===== config.mk =====
export PLATFORM = sky130hd
export DESIGN_NAME = control_sequencer
export DESIGN_NICKNAME = d
export VERILOG_FILES = /design/src/rtl/cpu_pkg.sv /design/src/rtl/tstate_ring.sv /design/src/rtl/control_sequencer.sv
export SDC_FILE = /design/constraint.sdc
export NUM_CORES = 1
export LEC_CHECK = 0
export BUFFER_PORTS_ARGS = -buffer_cell sky130_fd_sc_hd__clkbuf_2
export CORE_UTILIZATION = 45
export CTS_BUF_LIST = sky130_fd_sc_hd__clkbuf_8
export DETAILED_ROUTE_END_ITERATION = 10
export GPL_ROUTABILITY_DRIVEN = 0
export MAX_ROUTING_LAYER = met4
export PLACE_DENSITY = 0.72
export SLEW_MARGIN = 10
export SYNTH_ARGS = -nofsm -noshare
export SYNTH_HDL_FRONTEND = slang
export SYNTH_SLANG_ARGS = --single-unit

===== constraint.sdc =====
create_clock -name i_clk -period 3.6 [get_ports i_clk]
set_input_delay 0 -clock i_clk [delete_from_list [all_inputs] [get_ports i_clk]]
set_output_delay 0 -clock i_clk [all_outputs]
set_load 0.02 [all_outputs]

===== src/rtl/cpu_pkg.sv =====
// rtl/cpu_pkg.sv - shared opcodes, T-state encoding and control-word bit indices
package cpu_pkg;

  localparam logic [3:0] OP_LDA = 4'h0;
  localparam logic [3:0] OP_ADD = 4'h1;
  localparam logic [3:0] OP_SUB = 4'h2;
  localparam logic [3:0] OP_OUT = 4'hE;
  localparam logic [3:0] OP_HLT = 4'hF;

  typedef enum logic [6:0] {
    ST_T1   = 7'b0000001,
    ST_T2   = 7'b0000010,
    ST_T3   = 7'b0000100,
    ST_T4   = 7'b0001000,
    ST_T5   = 7'b0010000,
    ST_T6   = 7'b0100000,
    ST_HALT = 7'b1000000
  } tstate_e;

  // Bit positions inside the control word; the datapath top indexes the same vector.
  localparam int CW_PC_INC  = 0;
  localparam int CW_PC_OUT  = 1;
  localparam int CW_MAR_LD  = 2;
  localparam int CW_RAM_OUT = 3;
  localparam int CW_IR_LD   = 4;
  localparam int CW_IR_OUT  = 5;
  localparam int CW_A_LD    = 6;
  localparam int CW_A_OUT   = 7;
  localparam int CW_B_LD    = 8;
  localparam int CW_ALU_OUT = 9;
  localparam int CW_ALU_SUB = 10;
  localparam int CW_OUT_LD  = 11;
  localparam int CW_W       = 12;

  function automatic logic [2:0] tstate_num(input tstate_e s);
    case (s)
      ST_T1:   return 3'd1;
      ST_T2:   return 3'd2;
      ST_T3:   return 3'd3;
      ST_T4:   return 3'd4;
      ST_T5:   return 3'd5;
      ST_T6:   return 3'd6;
      default: return 3'd0;
    endcase
  endfunction

endpackage


===== src/rtl/tstate_ring.sv =====
// rtl/tstate_ring.sv - one-hot T1..T6 ring with HALT trap and optional early return to T1
module tstate_ring
  import cpu_pkg::*;
#(
  parameter bit SKIP_IDLE = 1'b0
) (
  input  logic    i_clk,
  input  logic    i_clr,
  input  logic    i_run,
  input  logic    i_halt_req,
  input  logic    i_end_t4,
  input  logic    i_end_t5,
  output tstate_e o_state,
  output logic    o_halted
);

  tstate_e r_state;
  tstate_e w_next;
  logic    r_halted;

  always_comb begin
    w_next = r_state;
    if (i_run) begin
      case (r_state)
        ST_T1:   w_next = ST_T2;
        ST_T2:   w_next = ST_T3;
        ST_T3:   w_next = ST_T4;
        ST_T4: begin
          if (i_halt_req)                w_next = ST_HALT;
          else if (SKIP_IDLE && i_end_t4) w_next = ST_T1;
          else                            w_next = ST_T5;
        end
        ST_T5:   w_next = (SKIP_IDLE && i_end_t5) ? ST_T1 : ST_T6;
        ST_T6:   w_next = ST_T1;
        ST_HALT: w_next = ST_HALT;
        default: w_next = ST_T1;
      endcase
    end
  end

  always_ff @(posedge i_clk) begin
    if (i_clr) begin
      r_state  <= ST_T1;
      r_halted <= 1'b0;
    end else begin
      r_state  <= w_next;
      r_halted <= (w_next == ST_HALT);
    end
  end

  assign o_state  = r_state;
  assign o_halted = r_halted;

endmodule


===== src/rtl/control_sequencer.sv =====
// rtl/control_sequencer.sv - T-state sequencer and microcode decode driving the datapath strobes
module control_sequencer
  import cpu_pkg::*;
#(
  parameter bit SKIP_IDLE = 1'b0,
  parameter int OPW       = 4
) (
  input  logic       i_clk,
  input  logic       i_clr,
  input  logic       i_run,
  input  logic [7:0] i_ir_q,
  output logic       o_pc_inc,
  output logic       o_pc_out,
  output logic       o_mar_ld,
  output logic       o_ram_out,
  output logic       o_ir_ld,
  output logic       o_ir_out,
  output logic       o_a_ld,
  output logic       o_a_out,
  output logic       o_b_ld,
  output logic       o_alu_out,
  output logic       o_alu_sub,
  output logic       o_out_ld,
  output logic       o_halted,
  output logic [2:0] o_tstate
);

  tstate_e           w_state;
  logic [OPW-1:0]    w_opcode;
  logic              w_unused_operand;
  logic              w_is_lda, w_is_add, w_is_sub, w_is_out, w_is_hlt, w_is_nop;
  logic              w_gate;
  logic [CW_W-1:0]   w_cw;

  assign w_opcode         = i_ir_q[7:8-OPW];
  assign w_unused_operand = ^i_ir_q[7-OPW:0];

  assign w_is_lda = (w_opcode == OPW'(OP_LDA));
  assign w_is_add = (w_opcode == OPW'(OP_ADD));
  assign w_is_sub = (w_opcode == OPW'(OP_SUB));
  assign w_is_out = (w_opcode == OPW'(OP_OUT));
  assign w_is_hlt = (w_opcode == OPW'(OP_HLT));
  assign w_is_nop = !(w_is_lda || w_is_add || w_is_sub || w_is_out || w_is_hlt);

  tstate_ring #(.SKIP_IDLE(SKIP_IDLE)) u_ring (
    .i_clk      (i_clk),
    .i_clr      (i_clr),
    .i_run      (i_run),
    .i_halt_req (w_is_hlt),
    .i_end_t4   (w_is_out || w_is_nop),
    .i_end_t5   (w_is_lda),
    .o_state    (w_state),
    .o_halted   (o_halted)
  );

  // Strobes only exist in a running, non-reset cycle; HALT decodes to nothing.
  assign w_gate = i_run && !i_clr;

  always_comb begin
    w_cw = '0;
    if (w_gate) begin
      case (w_state)
        ST_T1: begin
          w_cw[CW_PC_OUT] = 1'b1;
          w_cw[CW_MAR_LD] = 1'b1;
        end
        ST_T2: w_cw[CW_PC_INC] = 1'b1;
        ST_T3: begin
          w_cw[CW_RAM_OUT] = 1'b1;
          w_cw[CW_IR_LD]   = 1'b1;
        end
        ST_T4: begin
          if (w_is_lda || w_is_add || w_is_sub) begin
            w_cw[CW_IR_OUT] = 1'b1;
            w_cw[CW_MAR_LD] = 1'b1;
          end else if (w_is_out) begin
            w_cw[CW_A_OUT]  = 1'b1;
            w_cw[CW_OUT_LD] = 1'b1;
          end
        end
        ST_T5: begin
          if (w_is_lda) begin
            w_cw[CW_RAM_OUT] = 1'b1;
            w_cw[CW_A_LD]    = 1'b1;
          end else if (w_is_add || w_is_sub) begin
            w_cw[CW_RAM_OUT] = 1'b1;
            w_cw[CW_B_LD]    = 1'b1;
          end
        end
        ST_T6: begin
          if (w_is_add || w_is_sub) begin
            w_cw[CW_ALU_OUT] = 1'b1;
            w_cw[CW_A_LD]    = 1'b1;
            w_cw[CW_ALU_SUB] = w_is_sub;
          end
        end
        default: w_cw = '0;
      endcase
    end
  end

  assign o_pc_inc  = w_cw[CW_PC_INC];
  assign o_pc_out  = w_cw[CW_PC_OUT];
  assign o_mar_ld  = w_cw[CW_MAR_LD];
  assign o_ram_out = w_cw[CW_RAM_OUT];
  assign o_ir_ld   = w_cw[CW_IR_LD];
  assign o_ir_out  = w_cw[CW_IR_OUT];
  assign o_a_ld    = w_cw[CW_A_LD];
  assign o_a_out   = w_cw[CW_A_OUT];
  assign o_b_ld    = w_cw[CW_B_LD];
  assign o_alu_out = w_cw[CW_ALU_OUT];
  assign o_alu_sub = w_cw[CW_ALU_SUB];
  assign o_out_ld  = w_cw[CW_OUT_LD];
  assign o_tstate  = tstate_num(w_state);

endmodule

==> impl_metrics.env <==
export IMPL_critPathBufInv=1
export IMPL_gr_total_overflow=0
export IMPL_first_pass_iters=4
export IMPL_path_delay_family="simple AND/OR/NAND/NOR gates"
export IMPL_io_pins=27
export IMPL_wl_um=1770
export IMPL_crit_path_max_incr_delay_ns=0.47
export IMPL_post_route_drc_count=0
export IMPL_cts_max_level=1
export IMPL_cap_violations=0
export IMPL_layout_commonest_cell="clkbuf_2"
export IMPL_cp_slowest_cell="dfxtp_1"
export IMPL_vias=802
export IMPL_arrival_ns=1.83
export IMPL_synth_yosys_seq_area_share_pct=19.2
export IMPL_ys_ff_latch=8
export IMPL_io_buffers=22
export IMPL_initial_core_util_pct=48.3
export IMPL_cts_root_buf="clkbuf_8"
export IMPL_tightestPinTransition_ns=0.542
export IMPL_layout_drive_gt1_share_pct=30.3
export IMPL_postLayoutCoreUtil_pct=54.5
export IMPL_final_nets=132
export IMPL_die_x_um=45.0
export IMPL_rows=15
export IMPL_cp_end_kind="output port"
export IMPL_synth_top_area_cell="dfxtp_1"
export IMPL_ys_flop_type="dfxtp_1"
export IMPL_final_cell_mix="clkbuf_2, nor2_1, dfxtp_1"
export IMPL_clock_latency_ns=0.23
export IMPL_postSynthAreaPerCell_um2=7.94
export IMPL_seqCellArea_um2=160
export IMPL_cts_hold_buf=0
export IMPL_synth_area_leaders="dfxtp_1, nor2_1, nand3_1"
export IMPL_first_iter_violations=19
export IMPL_hold_class="input pin to register"
export IMPL_synthArstFlopShare_pct=0
export IMPL_die_h_um=45.0
export IMPL_area_delta_synth_final_pct=12.9
export IMPL_setup_viol=0
export IMPL_cts_setup_buffers=0
export IMPL_antenna_found_initial=0
export IMPL_start_kind="register"
export IMPL_synth_warnings=0
export IMPL_period_minus_slack_ns=1.83
export IMPL_fill_cells=167
export IMPL_numCtsBuffers=3
export IMPL_post_cts_resized=0
export IMPL_fin_setup_tns_ns=0
export IMPL_path_clk_slew_ns=0.04
export IMPL_grt_pass1_vias=707
export IMPL_cts_tree="built"
export IMPL_synth_top_area_share_pct=19.2
export IMPL_grt_max_degree=18
export IMPL_grt_pass1_wl_um=3080
export IMPL_ir_worst_vdd_mv=0.130
export IMPL_slew_headroom_pct=63.8
export IMPL_coreArea_mm2=0.00173
export IMPL_yosysUniqueCellTypes=45
export IMPL_cts_sinks=8
export IMPL_crit_chain="nor4_2 > nand2_1 > nor3b_1 > o21a_1 > clkbuf_2"
export IMPL_hold_viol_final=0
export IMPL_drv_slew=0
export IMPL_power_uw=285
export IMPL_power_density_mw_per_mm2=303
export IMPL_synth_edff_count=0
export IMPL_synth_area_um2=833
export IMPL_synth_nets=116
export IMPL_status="completed"
export IMPL_multi_input_area_um2=591
export IMPL_vias_per_cell=5.57
export IMPL_clock_skew_ns=0.000605
export IMPL_clk_path_buf_depth=2
export IMPL_die_area_mm2=0.00203
export IMPL_crit_type="register to output port"
export IMPL_power_leakage_nw=0.367
export IMPL_grt_setup_unrepaired="no"
export IMPL_finalCritPeriodShare_pct=50.9
export IMPL_diodes=0
export IMPL_cp_required_ns=3.60
export IMPL_worstPathMaxFanout=15
export IMPL_detail_route_wl_per_cell_um=12.3
export IMPL_grt_usage_pct=21.7
export IMPL_synth_cells=105
export IMPL_antenna_left=0
export IMPL_fmax_ghz=0.546
export IMPL_hpwl_um=1350
-- final timing paths --
check / slack [ns] / endpoint / start / cells after the start
max: 1.77 / o_a_ld / u_ring.o_state[2] / 5
min: 0.07 / u_ring.o_state[5] / i_clr / 2
max reg2reg: 1.98 / u_ring.o_halted / u_ring.o_state[2] / 4
min reg2reg: 0.67 / u_ring.o_state[5] / u_ring.o_state[5] / 2
-- layer usage --
metal  global-route usage [%]  wire (um)
met4                     12.7         22
met2                     35.1        843
met5                        -          0
met3                     2.40         78
met1                     25.8        829
-- kinds of logic after synthesis --
family | after synthesis | share of synthesized area [%]
compound gates | 20 | 17.9
simple gates | 58 | 46.5
buf+inv | 13 | 9.91
flops | 8 | 19.2
xor+xnor | 5 | 5.26
mux | 1 | 1.20
-- area by class of cell --
type	instances	share of cell area, %
Clock buffer	3	4.39
Inverter	2	0.798
Multi-Input combinational cell	84	62.8
Sequential cell	8	17.0
Tap cell	25	3.32
Timing Repair Buffer	22	11.7
-- cell usage after synthesis, types with 3 or more instances --
cell type   n
a21oi_1     5
buf_2       5
buf_6       3
dfxtp_1     8
nand2_1     6
nand2b_1    4
nand3_1     7
nor2_1     10
nor2b_1     5
nor3_1      4
o21ai_0     3
xor2_1      3
-- stage by stage --
stage	area, um2	instances	hold slack [ns]	setup WS, ns
after detailed placement	900	141	0.311	2.01
final	941	144	0.0668	1.77
after floorplan	833	105	0.0943	1.77
after global routing	941	144	0.0844	1.57
after CTS	941	144	0.0714	1.77
after global placement	900	141	0.303	2.03
-- state kept, by name, summed over array words and instances, names as in the netlist --
name and count:
u_ring.o_halted 1, u_ring.o_state 7
-- power breakdown --
part,switching (mW),internal (mW),total (mW)
Clock,0.0352,0.0724,0.108
Sequential,0.0130,0.0930,0.106
Combinational,0.0415,0.0303,0.0718
Power figures use the tool's default switching activity.
